`config.mk`:
```
export PLATFORM = sky130hd
export DESIGN_NAME = posit_decoder_flat
export DESIGN_NICKNAME = d
export VERILOG_FILES = /design/src/rtl/posit_decoder_if.sv /design/src/rtl/posit_decoder.sv /design/src/flat_wrapper.sv
export SDC_FILE = /design/constraint.sdc
export NUM_CORES = 1
export LEC_CHECK = 0
export ABC_AREA = 1
export ABC_CLOCK_PERIOD_IN_PS = 2400
export BUFFER_PORTS_ARGS = -buffer_cell sky130_fd_sc_hd__buf_4
export CORE_MARGIN = 3
export CORE_UTILIZATION = 41
export DETAILED_ROUTE_END_ITERATION = 12
export SKIP_LAST_GASP = 1
export SYNTH_ARGS = -nofsm -noshare
export SYNTH_HDL_FRONTEND = slang
export SYNTH_SLANG_ARGS = --single-unit
```
`constraint.sdc`:
```
create_clock -name clk -period 2.4 [get_ports clk]
set_input_delay 0.24 -clock clk [delete_from_list [all_inputs] [get_ports clk]]
set_output_delay 0.24 -clock clk [all_outputs]
set_load 0.02 [all_outputs]
```
`src/rtl/posit_decoder_if.sv`:
```
// Operand/result bundle between the posit decoder and the multiplier datapath.
// The master drives the operand and the ack; the slave (decoder) returns the decoded fields.
interface posit_decoder_if #(
    parameter int N         = 32,
    parameter int ES        = 3,
    parameter int K_BITS    = 6,
    parameter int FRAC_BITS = N - ES - 3
);
    logic                 start;
    logic [N-1:0]         posit_in;
    logic                 ready_in;
    logic                 sign_out;
    logic [K_BITS-1:0]    k_out;
    logic [ES-1:0]        exp_out;
    logic [FRAC_BITS-1:0] frac_out;
    logic                 zero_out;
    logic                 NaR;
    logic                 done;

    modport master (
        output start, posit_in, ready_in,
        input  sign_out, k_out, exp_out, frac_out, zero_out, NaR, done
    );

    modport slave (
        input  start, posit_in, ready_in,
        output sign_out, k_out, exp_out, frac_out, zero_out, NaR, done
    );
endinterface

```
`src/rtl/posit_decoder.sv`:
```
// Serial posit field extractor: scans the regime run one bit per clock and presents
// sign, regime k, exponent and MSB-aligned fraction on a done/ready handshake.
module posit_decoder #(
    parameter int N         = 32,
    parameter int ES        = 3,
    parameter int K_BITS    = 6,
    parameter int FRAC_BITS = N - ES - 3
) (
    input logic            clk,
    input logic            rst,
    posit_decoder_if.slave bus
);
    localparam int M_BITS = $clog2(N);
    localparam logic [N-1:0]      NAR_PATTERN = {1'b1, {(N-1){1'b0}}};
    localparam logic [M_BITS-1:0] M_LAST      = M_BITS'(N - 2);

    typedef enum logic [1:0] {
        IDLE    = 2'd0,
        SCAN    = 2'd1,
        EXTRACT = 2'd2,
        DONE    = 2'd3
    } state_t;

    state_t               state_r;
    logic [N-2:0]         body_r;
    logic                 r0_r;
    logic                 sign_r;
    logic [M_BITS-1:0]    m_r;

    logic                 sign_out_r;
    logic [K_BITS-1:0]    k_out_r;
    logic [ES-1:0]        exp_out_r;
    logic [FRAC_BITS-1:0] frac_out_r;
    logic                 zero_out_r;
    logic                 nar_r;
    logic                 done_r;

    logic [N-2:0]         body_in_s;
    logic [K_BITS-1:0]    m_ext_s;
    logic [K_BITS-1:0]    k_s;
    logic                 run_s;

    // Operand magnitude body, regime value from the run length, and run-continue test.
    always_comb begin
        body_in_s = bus.posit_in[N-2:0];
        if (bus.posit_in[N-1]) begin
            // Low N-1 bits of the two's-complement negation; NaR never reaches SCAN.
            body_in_s = {(N-1){1'b0}} - bus.posit_in[N-2:0];
        end else begin
            body_in_s = bus.posit_in[N-2:0];
        end

        m_ext_s = K_BITS'(m_r);
        k_s     = {K_BITS{1'b0}};
        if (r0_r) begin
            k_s = m_ext_s - K_BITS'(1'b1);
        end else begin
            k_s = {K_BITS{1'b0}} - m_ext_s;
        end

        run_s = (body_r[N-2] == r0_r);
    end

    // Decoder FSM with all results registered; outputs only change on entry into DONE.
    always_ff @(posedge clk or posedge rst) begin
        if (rst) begin
            state_r    <= IDLE;
            body_r     <= {(N-1){1'b0}};
            r0_r       <= 1'b0;
            sign_r     <= 1'b0;
            m_r        <= {M_BITS{1'b0}};
            sign_out_r <= 1'b0;
            k_out_r    <= {K_BITS{1'b0}};
            exp_out_r  <= {ES{1'b0}};
            frac_out_r <= {FRAC_BITS{1'b0}};
            zero_out_r <= 1'b0;
            nar_r      <= 1'b0;
            done_r     <= 1'b0;
        end else begin
            case (state_r)
                IDLE: begin
                    if (bus.start) begin
                        sign_r <= bus.posit_in[N-1];
                        body_r <= body_in_s;
                        r0_r   <= body_in_s[N-2];
                        m_r    <= {M_BITS{1'b0}};
                        if (bus.posit_in == {N{1'b0}}) begin
                            sign_out_r <= 1'b0;
                            k_out_r    <= {K_BITS{1'b0}};
                            exp_out_r  <= {ES{1'b0}};
                            frac_out_r <= {FRAC_BITS{1'b0}};
                            zero_out_r <= 1'b1;
                            nar_r      <= 1'b0;
                            done_r     <= 1'b1;
                            state_r    <= DONE;
                        end else if (bus.posit_in == NAR_PATTERN) begin
                            sign_out_r <= 1'b0;
                            k_out_r    <= {K_BITS{1'b0}};
                            exp_out_r  <= {ES{1'b0}};
                            frac_out_r <= {FRAC_BITS{1'b0}};
                            zero_out_r <= 1'b0;
                            nar_r      <= 1'b1;
                            done_r     <= 1'b1;
                            state_r    <= DONE;
                        end else begin
                            state_r <= SCAN;
                        end
                    end else begin
                        state_r <= IDLE;
                    end
                end

                SCAN: begin
                    body_r <= {body_r[N-3:0], 1'b0};
                    if (run_s) begin
                        m_r <= m_r + M_BITS'(1'b1);
                        // A run that fills the whole body has no terminator to consume.
                        if (m_r == M_LAST) begin
                            state_r <= EXTRACT;
                        end else begin
                            state_r <= SCAN;
                        end
                    end else begin
                        state_r <= EXTRACT;
                    end
                end

                EXTRACT: begin
                    sign_out_r <= sign_r;
                    k_out_r    <= k_s;
                    exp_out_r  <= body_r[N-2 -: ES];
                    frac_out_r <= body_r[N-2-ES -: FRAC_BITS];
                    zero_out_r <= 1'b0;
                    nar_r      <= 1'b0;
                    done_r     <= 1'b1;
                    state_r    <= DONE;
                end

                DONE: begin
                    if (bus.ready_in) begin
                        done_r  <= 1'b0;
                        state_r <= IDLE;
                    end else begin
                        state_r <= DONE;
                    end
                end

                default: begin
                    done_r  <= 1'b0;
                    state_r <= IDLE;
                end
            endcase
        end
    end

    assign bus.sign_out = sign_out_r;
    assign bus.k_out    = k_out_r;
    assign bus.exp_out  = exp_out_r;
    assign bus.frac_out = frac_out_r;
    assign bus.zero_out = zero_out_r;
    assign bus.NaR      = nar_r;
    assign bus.done     = done_r;
endmodule

```
`src/flat_wrapper.sv`:
```
// flat-port wrapper written by rule: the top's interface ports become plain ports
module posit_decoder_flat 
#(
    parameter int N         = 32,
    parameter int ES        = 3,
    parameter int K_BITS    = 6,
    parameter int FRAC_BITS = N - ES - 3
)
  (clk, rst, bus_start, bus_posit_in, bus_ready_in, bus_sign_out, bus_k_out, bus_exp_out, bus_frac_out, bus_zero_out, bus_NaR, bus_done);
  posit_decoder_if #(.N(N), .ES(ES), .K_BITS(K_BITS), .FRAC_BITS(FRAC_BITS)) bus_i ();
  input logic clk;
  input logic rst;
  input wire logic [$bits(bus_i.start)-1:0] bus_start;
  input wire logic [$bits(bus_i.posit_in)-1:0] bus_posit_in;
  input wire logic [$bits(bus_i.ready_in)-1:0] bus_ready_in;
  output wire logic [$bits(bus_i.sign_out)-1:0] bus_sign_out;
  output wire logic [$bits(bus_i.k_out)-1:0] bus_k_out;
  output wire logic [$bits(bus_i.exp_out)-1:0] bus_exp_out;
  output wire logic [$bits(bus_i.frac_out)-1:0] bus_frac_out;
  output wire logic [$bits(bus_i.zero_out)-1:0] bus_zero_out;
  output wire logic [$bits(bus_i.NaR)-1:0] bus_NaR;
  output wire logic [$bits(bus_i.done)-1:0] bus_done;
  assign bus_i.start = bus_start;
  assign bus_i.posit_in = bus_posit_in;
  assign bus_i.ready_in = bus_ready_in;
  assign bus_sign_out = bus_i.sign_out;
  assign bus_k_out = bus_i.k_out;
  assign bus_exp_out = bus_i.exp_out;
  assign bus_frac_out = bus_i.frac_out;
  assign bus_zero_out = bus_i.zero_out;
  assign bus_NaR = bus_i.NaR;
  assign bus_done = bus_i.done;
  posit_decoder #(.N(N), .ES(ES), .K_BITS(K_BITS), .FRAC_BITS(FRAC_BITS)) u_core (.clk(clk), .rst(rst), .bus(bus_i));
endmodule
```
==> results.txt, run 1 <==
* Least setup slack across all paths after layout: 0.651 ns
- The number of global-route vias before repair is 3,861.
* Ordered list of cells on the worst path: inv_1 -> ha_1 -> or2_2 -> a21boi_0 -> or2_2 -> nand3_1 -> nand2_1
* Cell taking the most area after synthesis: sky130_fd_sc_hd__dfrtp_1
- Max-cap violations in this run came to 0.
- Most frequent cell on the critical path: sky130_fd_sc_hd__or2_2
* HPWL Detailed: 7930 um
- For the worst-skew pair, the clock arrives at the later sink with an insertion delay of 0.36 ns.
- Post-synthesis cell count: 576
* Post-synthesis average cell area: 7.38 sq um
* Post-synthesis to final-layout area growth: 21.7%
- The run finished with clean final reports.
- TritonCTS created 9 clock buffers.
- Count of buffers from port buffering: 74
- Filler instances: 1,007
- Number of nets still failing antenna checks after routing: 0
* Critical path peak fanout: 6
- Dominant cells by area after synthesis: sky130_fd_sc_hd__dfrtp_1 (46%), sky130_fd_sc_hd__nand2_1 (20%), sky130_fd_sc_hd__nand3_1 (6.5%)
- For this run, the register share of the synthesized area comes to 46.5%.
- In this run the static leakage power is 2.67 nW.
* Proportion of layout cells with a drive suffix above 1: 17.3%
* Total iterations of the first detailed-routing run: 5
- Area enclosed by the die boundary: 0.0116 sq mm
- Final worst path period need: 1.75 ns
- Floorplan die height: 108 um
- Post-synth ARST share: 100%
- Unrepaired setup endpoints after global routing: no
* Initial cell density of the core: 42.9%
- Row cnt: 36
- Setup violations remaining at the end of the flow were counted as 0.
* Horiz. Die Dim: 108 um
- Most frequent cells in the layout: sky130_fd_sc_hd__nand2_1 (222), sky130_fd_sc_hd__buf_4 (81), sky130_fd_sc_hd__dfrtp_1 (79), sky130_fd_sc_hd__nand3_1 (55), sky130_fd_sc_hd__nor2_1 (49)
- Multi-input combinational cell area: 0.00204 sq mm
- Summed over all layers, the routed wires come to 11,000 um.
- In the routed design, unresolved DRC markers number 0.
- After floorplanning, the core was sized to cover 0.00991 sq mm.
* Normalized max-slew margin: 58.3%
* Type of element capturing the critical path: register
- Area share of the largest cell type after synthesis: 46.5%
- The H-tree generated during clock tree synthesis spans 3 levels.
* Setup crit start kind: register
- Total Negative Setup Slacks: 0 ns
- The synthesized design contains 79 register bits.
- Clk sink count: 79
* Global-route wire length before repair: 18,500 um
- Post-layout nets: 690
* Peak supply drop: 0.000524 V
* CTS root buf: sky130_fd_sc_hd__clkbuf_8
- Diodes inserted: 0
- The path class of the tightest hold or removal check is in2reg.
- Power per cell area: 1170 mW/mm^2
* Peak per-stage delay on the critical path: 0.44 ns
* Worst-path cell with the longest stage delay: sky130_fd_sc_hd__dfrtp_1
* Buffers from clock root to sink, at most: 2
- At the worst endpoint, the required time is 2.66 ns.
- Based on the critical path, the design can be clocked at up to 572 MHz.
* Clock transition at the register clock pins on the worst setup and hold paths after CTS: 0.08 ns
- The number of pins exceeding their max-slew limit in the final report was 0.
- Worst Path Buf+Inv: 1
- Yosys printed 0 warnings.
* Leading cell type in the layout, fill and taps excluded: sky130_fd_sc_hd__nand2_1
* Setup Slack @ Placement: 0.575 ns
- Registers take 0.00198 sq mm.
* Number of I/O pins: 75
* Post-cts sizing count: 0
- Slew at the pin closest to its max-slew limit: 0.624 ns
- Entering global routing, the biggest net connects 45 pins.
- For this run, the total global-route usage over all layers was measured as 20.1%.
- After layout, the worst path uses 72.9% of the clock period.
* Routed wirelength normalized by instance count: 13.9 um
* Data arrival, critical path: 2.00 ns
- Routability-driven placement finished with a final weighted congestion of 0.918.
* Most instantiated flip-flop cell in the synthesis netlist: sky130_fd_sc_hd__dfrtp_1
- Number of synthesized flops with an enable pin: 0
- Gr ovfl total: 0
- Post-Syn Area: 0.00425 sq mm
- Class of the most critical setup path: reg2reg
- Dominant delay contributor by cell family on the critical path: simple AND/OR/NAND/NOR gates
- Number of antenna violations at the first check in global routing: 0
* Total via count in the routed design: 3,982
- TritonCTS built the clock tree.
* Post-synth net total: 617
* DRC violation total after the first TritonRoute iteration: 219
- Clock tree skew after final layout: 0.00805 ns
* Number of distinct library cell variants in the gate-level netlist after synthesis: 27
- Average via count per standard cell: 5.07
- Hold Fails Final Rpt: 0
registers in the layout, summed over array words and instances, names as in the netlist:
register,flops
u_core.sign_r,1
u_core.bus.frac_out,26
u_core.state_r,2
u_core.bus.done,1
u_core.bus.zero_out,1
u_core.bus.exp_out,3
u_core.bus.k_out,6
u_core.bus.sign_out,1
u_core.body_r,31
u_core.r0_r,1
u_core.m_r,5
u_core.bus.NaR,1
routing by layer:
metal  up-vias  share of wire [%]  GRT usage, %
met5         -                  0             0
met4         0                2.2          8.84
met3        15                4.4          2.94
met2       110                 45          31.4
met1      1848                 48          27.6
li1       2009                  -             -
cells in the mapped netlist (all sizes together), types with 5 or more instances:
cell,instances
inv,37
clkbuf,14
xor2,8
a21oi,12
nor2,55
nand4,5
o21ai,31
a22oi,25
ha,5
or2,5
nand2,226
dfrtp,79
nand3,56
buf,7
nor3,5
through the flow:
| step | instances | hold slack (ns) | total power [W] | utilization [%] | instance area [sq um] |
|---|---|---|---|---|---|
| 3_3_place_gp | 770 | 0.356 | 0.00495 | 49.9 | 4950 |
| 2_1_floorplan | 576 | 0.389 | 0.00406 | - | 4250 |
| 3_5_place_dp | 770 | 0.350 | 0.00499 | 49.9 | 4950 |
| 6_report | 786 | 0.163 | 0.00604 | 52.2 | 5170 |
| 5_1_grt | 786 | 0.186 | 0.00658 | 52.2 | 5170 |
| 4_1_cts | 786 | 0.150 | 0.00611 | 52.2 | 5170 |
cell type report:
class,count,share of cell area (%)
timing repair buffer,83,12.3
tap,133,3.22
multi-input combinational,439,39.4
inverter,37,2.71
clock buffer,12,2.81
sequential,79,38.2
clock inverter,3,1.31
logic make-up after synthesis:
logic type,Yosys count,share of synthesized area [%]
AND/OR/NAND/NOR,353,34.4
flip-flops,79,46.5
adder cells (fa/ha/maj),5,1.47
XOR/XNOR,9,1.85
buffers and inverters,58,5.62
AO/OA/AOI/OAI,72,10.2
tightest hold or removal path, delay by kind of cell:
kind                   cells  cell delay (ns)
buffers and inverters      1             0.09
and+or+nand+nor            3             0.15
where the power goes:
group | internal, W | switching (W) | total (W)
clock network | 0.000610 | 0.000495 | 0.00111
registers | 0.00188 | 0.000395 | 0.00228
logic | 0.00101 | 0.00165 | 0.00266
total | 0.00350 | 0.00254 | 0.00604
repair_timing:
action | CTS | global route
hold endpoints to repair | 35 | 0
hold buffers | 1 | 0
setup buffers | 0 | 0
worst paths after layout:
path / from / to / slack (ns) / depth (start not counted)
setup / recovery: u_core.m_r[0] / u_core.bus.k_out[4] / 0.65 / 7
hold reg to reg: u_core.bus.frac_out[23] / u_core.bus.frac_out[23] / 0.47 / 2
min in group asynchronous: rst / u_core.bus.frac_out[20] / 0.50 / 3
max in group asynchronous: rst / u_core.bus.frac_out[5] / 1.27 / 4
setup reg to reg: u_core.m_r[0] / u_core.bus.k_out[4] / 0.65 / 7
hold / removal: bus_posit_in[27] / u_core.body_r[27] / 0.16 / 4
Note: power is estimated with default switching activity, not from simulation.
==> run 2: changes to the inputs <==
--- a/config.mk
+++ b/config.mk
@@ -6,7 +6,7 @@
 export NUM_CORES = 1
 export LEC_CHECK = 0
 export ABC_AREA = 1
-export ABC_CLOCK_PERIOD_IN_PS = 2400
+export ABC_CLOCK_PERIOD_IN_PS = 1800
 export BUFFER_PORTS_ARGS = -buffer_cell sky130_fd_sc_hd__buf_4
 export CORE_MARGIN = 3
 export CORE_UTILIZATION = 41
==> constraint.sdc (replaced) <==
create_clock -name clk -period 1.8 [get_ports clk]
set_input_delay 0.18 -clock clk [delete_from_list [all_inputs] [get_ports clk]]
set_output_delay 0.18 -clock clk [all_outputs]
set_load 0.02 [all_outputs]
==> results.txt, run 2 (synthesis results as in run 1) <==
- The standard-cell row count is 36 (unchanged).
- Number of nets still failing antenna checks after routing: 0 (unchanged)
- The path category of the worst min-delay check was in2reg (unchanged).
* Placer Congestion: 0.902 (was 0.918)
- The kind of capture point of the worst setup path is a register (unchanged).
* Most frequent cell on the critical path: sky130_fd_sc_hd__or2_2 (unchanged)
* Setup Slack @ Placement: 0.0524 ns (was 0.575 ns)
- Initial cell density of the core: 42.9% (unchanged)
* Number of global-route vias before repair: 3,892 (was 3,861)
- The setup total negative slack is 0 ns (unchanged).
* Critical path peak fanout: 6 (unchanged)
* Class of the most critical setup path: reg2reg (unchanged)
- Filler instances: 989 (was 1,007)
- Setup Viol. Count Final: 0 (unchanged)
- Post-route standard cell area excluding fillers: 0.00524 sq mm (was 0.00517 sq mm)
* Buffers from clock root to sink, at most: 2 (unchanged)
* Average via count per standard cell: 5.05 (was 5.07)
- Peak per-stage delay on the critical path: 0.41 ns (was 0.44 ns)
- The floorplan die width was 108 um (unchanged).
- The die boundary height came to 108 um (unchanged).
- Ordered list of cells on the worst path: inv_1 -> ha_1 -> or2_2 -> a21boi_0 -> or2_2 -> nand3_1 -> nand2_1 (unchanged)
- The number of buffers inserted during clock tree synthesis is 9 (unchanged).
- Diodes inserted: 0 (unchanged)
- Gr ovfl total: 0 (unchanged)
- The average wire length per cell after detail routing came to 14.0 um (was 13.9 um).
* TritonCTS clock tree: built (unchanged)
* Most frequent cells in the layout: sky130_fd_sc_hd__nand2_1 (222), sky130_fd_sc_hd__buf_4 (85), sky130_fd_sc_hd__dfrtp_1 (78), sky130_fd_sc_hd__nand3_1 (55), sky130_fd_sc_hd__nor2_1 (49) (was sky130_fd_sc_hd__nand2_1 (222), sky130_fd_sc_hd__buf_4 (81), sky130_fd_sc_hd__dfrtp_1 (79), sky130_fd_sc_hd__nand3_1 (55), sky130_fd_sc_hd__nor2_1 (49))
- The worst clock skew on the final layout came to 0.0161 ns (was 0.00805 ns).
* Area of the core: 0.00991 sq mm (unchanged)
- The placed wire-length estimate after detailed placement was 8350 um (was 7930 um).
- Fin crit share: 93.9% (was 72.9%)
- Post-layout nets: 696 (was 690)
- Leak pwr: 2.71 nW (was 2.67 nW)
- Startpoint of the lowest-slack register-to-register path: u_core.m_r[0] (unchanged)
* Data arrival, critical path: 1.94 ns (was 2.00 ns)
* Origin of the worst setup path: u_core.m_r[0] (unchanged)
- The remaining max-slew budget at the tightest pin came to 65.9% (was 58.3%).
- Power per cell area: 1540 mW/mm^2 (was 1170 mW/mm^2)
* Worst-Skew Late Latency: 0.37 ns (was 0.36 ns)
- Critical Path RT: 2.05 ns (was 2.66 ns)
* Total via count in the routed design: 4,001 (was 3,982)
* Flip-flop count of the largest register, all copies and words added: 31 (unchanged)
* Clock transition at the register clock pins on the worst setup and hold paths after CTS: 0.10 ns (was 0.08 ns)
- DRC violation total after the first TritonRoute iteration: 183 (was 219)
- H-tree depth reported by CTS: 3 (unchanged)
* Least setup slack across all paths after layout: 0.110 ns (was 0.651 ns)
- The number of sinks driven by the clock tree came to 79 (unchanged).
- Result of the run: finished, final reports clean (unchanged).
- CTS root buf: sky130_fd_sc_hd__clkbuf_8 (unchanged)
- The global-route wire length before repair came to 18,700 um (was 18,500 um).
- Multi-input combinational cell area: 0.00204 sq mm (unchanged)
- The final design utilization is 52.9% (was 52.2%).
* Total GRT Usage: 20.2% (was 20.1%)
* PnR Total Power: 0.00807 W (was 0.00604 W)
* Area enclosed by the die boundary: 0.0116 sq mm (unchanged)
- Total iterations of the first detailed-routing run: 5 (unchanged)
* Launch instance of the worst min-delay path: bus_posit_in[7] (was bus_posit_in[27])
- Slew at the pin closest to its max-slew limit: 0.511 ns (was 0.624 ns)
* Register with the highest flop count: u_core.body_r (unchanged)
- Unrepaired setup endpoints after global routing: no (unchanged).
- The fmax was 592 MHz (was 572 MHz).
- Post-place instance area: 0.00502 sq mm (was 0.00495 sq mm)
- Combined flip-flop and latch cell area: 0.00198 sq mm (about the same)
- Max Cap Violations: 0 (unchanged)
* Count of unresolved DRC violations after routing: 0 (unchanged)
* Final worst path period need: 1.69 ns (was 1.75 ns)
* Setup crit start kind: register (unchanged)
- Worst-path cell with the longest stage delay: sky130_fd_sc_hd__dfrtp_2 (was sky130_fd_sc_hd__dfrtp_1)
* Peak supply drop: 0.000622 V (was 0.000524 V)
* Proportion of layout cells with a drive suffix above 1: 18.6% (was 17.3%)
* Final wirelength: 11,100 um (was 11,000 um)
- The top-level port count was 75 (unchanged).
- The area growth from synthesis to layout came to 23.3% (was 21.7%).
* Hold Fails Final Rpt: 0 (unchanged)
- Count of pins over their slew limit: 0 (unchanged)
- Maximum number of pins on one net before global-route repair: 41 (was 45)
- Leading cell type in the layout, fill and taps excluded: sky130_fd_sc_hd__nand2_1 (unchanged)
* Count of buffers from port buffering: 74 (unchanged)
- Number of antenna violations at the first check in global routing: 0 (unchanged)
-- run 2: final timing paths --
check                      depth (start not counted)  slack, ns                 endpoint
hold / removal                                     4       0.10         u_core.body_r[7]
setup / recovery                                   7       0.11      u_core.bus.k_out[4]
hold reg to reg                                    2       0.48  u_core.bus.frac_out[20]
min in group asynchronous                          3       0.36   u_core.bus.frac_out[5]
setup reg to reg                                   7       0.11      u_core.bus.k_out[4]
max in group asynchronous                          4       0.90      u_core.bus.k_out[1]
-- run 2: layout make-up --
class / instances / area share (%)
timing repair buffer: 89 / 13.5
clock inverter: 6 / 1.34
clock buffer: 10 / 2.63
inverter: 37 / 2.72
tap: 133 / 3.17
multi-input combinational: 439 / 38.9
sequential: 79 / 37.7
-- run 2: what timing repair did --
action,in CTS,in global routing
setup buffers,0,0
hold buffers,1,0
resized for setup,0,1
endpoints found under the hold margin,14,0
endpoints found under the setup margin,0,1
-- run 2: power breakdown --
part	internal [W]	switching (W)	total [W]
Sequential	0.00251	0.000537	0.00305
Clock	0.000686	0.000708	0.00139
Combinational	0.00141	0.00221	0.00363
Total	0.00461	0.00346	0.00807
-- run 2: routing by layer --
layer	track usage, %	part of all wire (%)
met2	32.6	47
met3	3.90	5.0
met1	27.7	47
met5	0	0
met4	5.59	1.1
-- run 2: through the flow --
step,cells,hold slack [ns]
global placement,776,0.198
detailed placement,776,0.199
CTS,793,0.0770
floorplan,576,0.329
finish,793,0.101
global route,793,0.103
-- run 2: worst max-delay path, delay by kind of cell, from the launching register on --
kind / cells / cell delay [ns]
DFF: 1 / 0.41
AOI/OAI and AO/OA: 1 / 0.14
buffers and inverters: 1 / 0.11
and+or+nand+nor: 4 / 0.70
adders and majority gates: 1 / 0.21
==> run 3: changes to the inputs <==
--- a/config.mk
+++ b/config.mk
@@ -8,7 +8,7 @@
 export ABC_AREA = 1
 export ABC_CLOCK_PERIOD_IN_PS = 1800
 export BUFFER_PORTS_ARGS = -buffer_cell sky130_fd_sc_hd__buf_4
-export CORE_MARGIN = 3
+export CORE_MARGIN = 10
 export CORE_UTILIZATION = 41
 export DETAILED_ROUTE_END_ITERATION = 12
 export SKIP_LAST_GASP = 1
==> results.txt, run 3 (synthesis results as in run 1) <==
- Total via count in the routed design: 4,008 (was 4,001)
- Total GRT Usage: 15.6% (was 20.2%)
* Routed wirelength normalized by instance count: 14.3 um (was 14.0 um)
* Final worst path period need: 1.69 ns (about the same)
- Critical path peak fanout: 5 (was 6)
- The sum of met2 wire segment lengths after detailed routing is 5210 um (was 5190 um).
* Highest metal used: met4 (unchanged)
* Clk sink count: 79 (unchanged)
- Number of nets still failing antenna checks after routing: 0 (unchanged)
- TritonCTS clock tree: built (unchanged)
- Final wirelength: 11,400 um (was 11,100 um)
- The aggregate global routing overflow came to 0 (unchanged).
* Register with the highest flop count: u_core.body_r (unchanged)
* Count of unresolved DRC violations after routing: 0 (unchanged)
- Setup crit start kind: register (unchanged)
* H-tree depth reported by CTS: 3 (unchanged)
- The total count of hold-check failures in the final report is 0 (unchanged).
- Number of global-route vias before repair: 3,933 (was 3,892)
- Diodes inserted: 0 (unchanged)
* Area enclosed by the die boundary: 0.0148 sq mm (was 0.0116 sq mm)
* Result of the run: finished, final reports clean (unchanged)
* Number of antenna violations at the first check in global routing: 0 (unchanged)
- Startpoint of the lowest-slack register-to-register path: u_core.m_r[0] (unchanged)
* Horiz. Die Dim: 122 um (was 108 um)
- The number of I/O port buffers was 74 (unchanged).
- Total Negative Setup Slacks: 0 ns (unchanged)
- The remaining max-slew budget at the tightest pin is 67.4% (was 65.9%).
- The transition time of the tightest slew-check pin was 0.488 ns (was 0.511 ns).
- Class of the most critical setup path: reg2reg (unchanged)
- The max-capacitance violation count is 0 (unchanged).
- The clock-pin slew on the worst setup and hold paths came to 0.08 ns (was 0.10 ns).
- Wire length on met1: 5230 um (was 5250 um)
* DR WL met3: 807 um (was 560 um)
- Flip-flop count of the largest register, all copies and words added: 31 (unchanged)
- Global-route wire length before repair: 18,900 um (was 18,700 um)
- The die boundary height came to 122 um (was 108 um).
- The worst clock skew on the final layout is 0.00855 ns (was 0.0161 ns).
- The last weighted congestion value of the routability-driven placer was 0.902 (about the same).
- Proportion of layout cells with a drive suffix above 1: 18.3% (was 18.6%)
- Leading cell type in the layout, fill and taps excluded: sky130_fd_sc_hd__nand2_1 (unchanged)
- Worst-Skew Late Latency: 0.36 ns (was 0.37 ns)
- CTS root buf: sky130_fd_sc_hd__clkbuf_8 (unchanged)
- The worst voltage drop across the vdd grid was 0.000572 V (was 0.000622 V).
- The violation count after the first detailed-route iteration came to 226 (was 183).
- The net count reported at finish came to 697 (was 696).
* Number of I/O pins: 75 (unchanged)
- Number of buffers inserted during clock tree synthesis: 9 (unchanged)
- Critical Path RT: 2.06 ns (was 2.05 ns)
- Fin crit share: 93.8% (was 93.9%)
- HPWL Detailed: 8600 um (was 8350 um)
* Total iterations of the first detailed-routing run: 4 (was 5)
- Data arrival, critical path: 1.95 ns (was 1.94 ns)
- Most frequent cells in the layout: sky130_fd_sc_hd__nand2_1 (222), sky130_fd_sc_hd__buf_4 (87), sky130_fd_sc_hd__dfrtp_1 (78), sky130_fd_sc_hd__nand3_1 (55), sky130_fd_sc_hd__nor2_1 (49) (was sky130_fd_sc_hd__nand2_1 (222), sky130_fd_sc_hd__buf_4 (85), sky130_fd_sc_hd__dfrtp_1 (78), sky130_fd_sc_hd__nand3_1 (55), sky130_fd_sc_hd__nor2_1 (49))
- The maximum count of clock buffers along a single path is 2 (unchanged).
- The beginning of the critical path was u_core.m_r[0] (unchanged).
- The mean number of vias per cell came to 5.03 (was 5.05).
* PnR Total Power: 0.00812 W (was 0.00807 W)
* Power per cell area: 1550 mW/mm^2 (was 1540 mW/mm^2)
- Unrepaired setup endpoints after global routing: no (unchanged).
- The pin count of the biggest net entering global routing came to 80 (was 41).
- The final count of negative-setup-slack endpoints was 0 (unchanged).
* Post-synthesis to final-layout area growth: 23.2% (was 23.3%)
* Hold crit path type: in2reg (unchanged)
* Final cell utilization of the core: 51.2% (was 52.9%)
* Row cnt: 37 (was 36)
- Leak pwr: 2.71 nW (about the same)
- The starting utilization of the core area is 41.6% (was 42.9%).
* Max Clock Freq: 592 MHz (about the same)
* Type of element capturing the critical path: register (unchanged)
- Count of pins over their slew limit: 0 (unchanged)
* Area of the core: 0.0102 sq mm (was 0.00991 sq mm)
- The worst hold path startpoint is bus_posit_in[5] (was bus_posit_in[7]).
[run 3: path summary, 6_finish.rpt]
check                                     endpoint  slack, ns  cells after the start
setup / recovery               u_core.bus.k_out[4]       0.11                      7
hold / removal                    u_core.body_r[5]       0.10                      3
setup reg to reg               u_core.bus.k_out[4]       0.11                      7
hold reg to reg            u_core.bus.frac_out[22]       0.47                      2
max in group asynchronous   u_core.bus.frac_out[7]       0.97                      4
min in group asynchronous         u_core.body_r[7]       0.46                      4
[run 3: cell type report]
cell class	instances	area [sq um]
fill	1038	4990
multi-input combinational	439	2040
sequential	79	1980
timing repair buffer	90	703
tap	136	170
inverter	37	143
clock buffer	12	135
clock inverter	4	70.1
[run 3: per-stage QoR]
stage	hold slack, ns	instance area (sq um)	worst slack, ns	std cells
global route	0.104	5240	0.0132	797
finish	0.103	5240	0.112	797
CTS	0.0939	5230	0.0402	796
global placement	0.332	5010	0.119	779
floorplan	0.329	4260	0.213	576
detailed placement	0.334	5010	0.0508	779
[run 3: timing repair]
item                                    CTS  global route
hold endpoints to repair                 79             0
endpoints found under the setup margin    0             1
gates resized for setup                   0             1
hold buffers                              1             0
buffers inserted                          0             1
[run 3: worst max-delay path, cell delays in order, from the launching register on]
cell                       delay, ns
sky130_fd_sc_hd__dfrtp_2        0.40
sky130_fd_sc_hd__inv_1          0.11
sky130_fd_sc_hd__ha_1           0.21
sky130_fd_sc_hd__or2_2          0.30
sky130_fd_sc_hd__a21boi_0       0.15
sky130_fd_sc_hd__or2_2          0.29
sky130_fd_sc_hd__nand3_1        0.08
sky130_fd_sc_hd__nand2_1        0.05
[run 3: layer usage]
layer / global-route usage [%] / vias to the layer above
met4: 4.77 / 0
met3: 5.13 / 11
met2: 24.2 / 111
met1: 20.2 / 1861
met5: 0 / -
li1: - / 2025
[run 3: where the power goes]
group | switching, W | internal [W] | total, W
Combinational | 0.00223 | 0.00142 | 0.00365
Clock | 0.000654 | 0.000779 | 0.00143
Sequential | 0.000526 | 0.00252 | 0.00304
Total | 0.00341 | 0.00472 | 0.00812
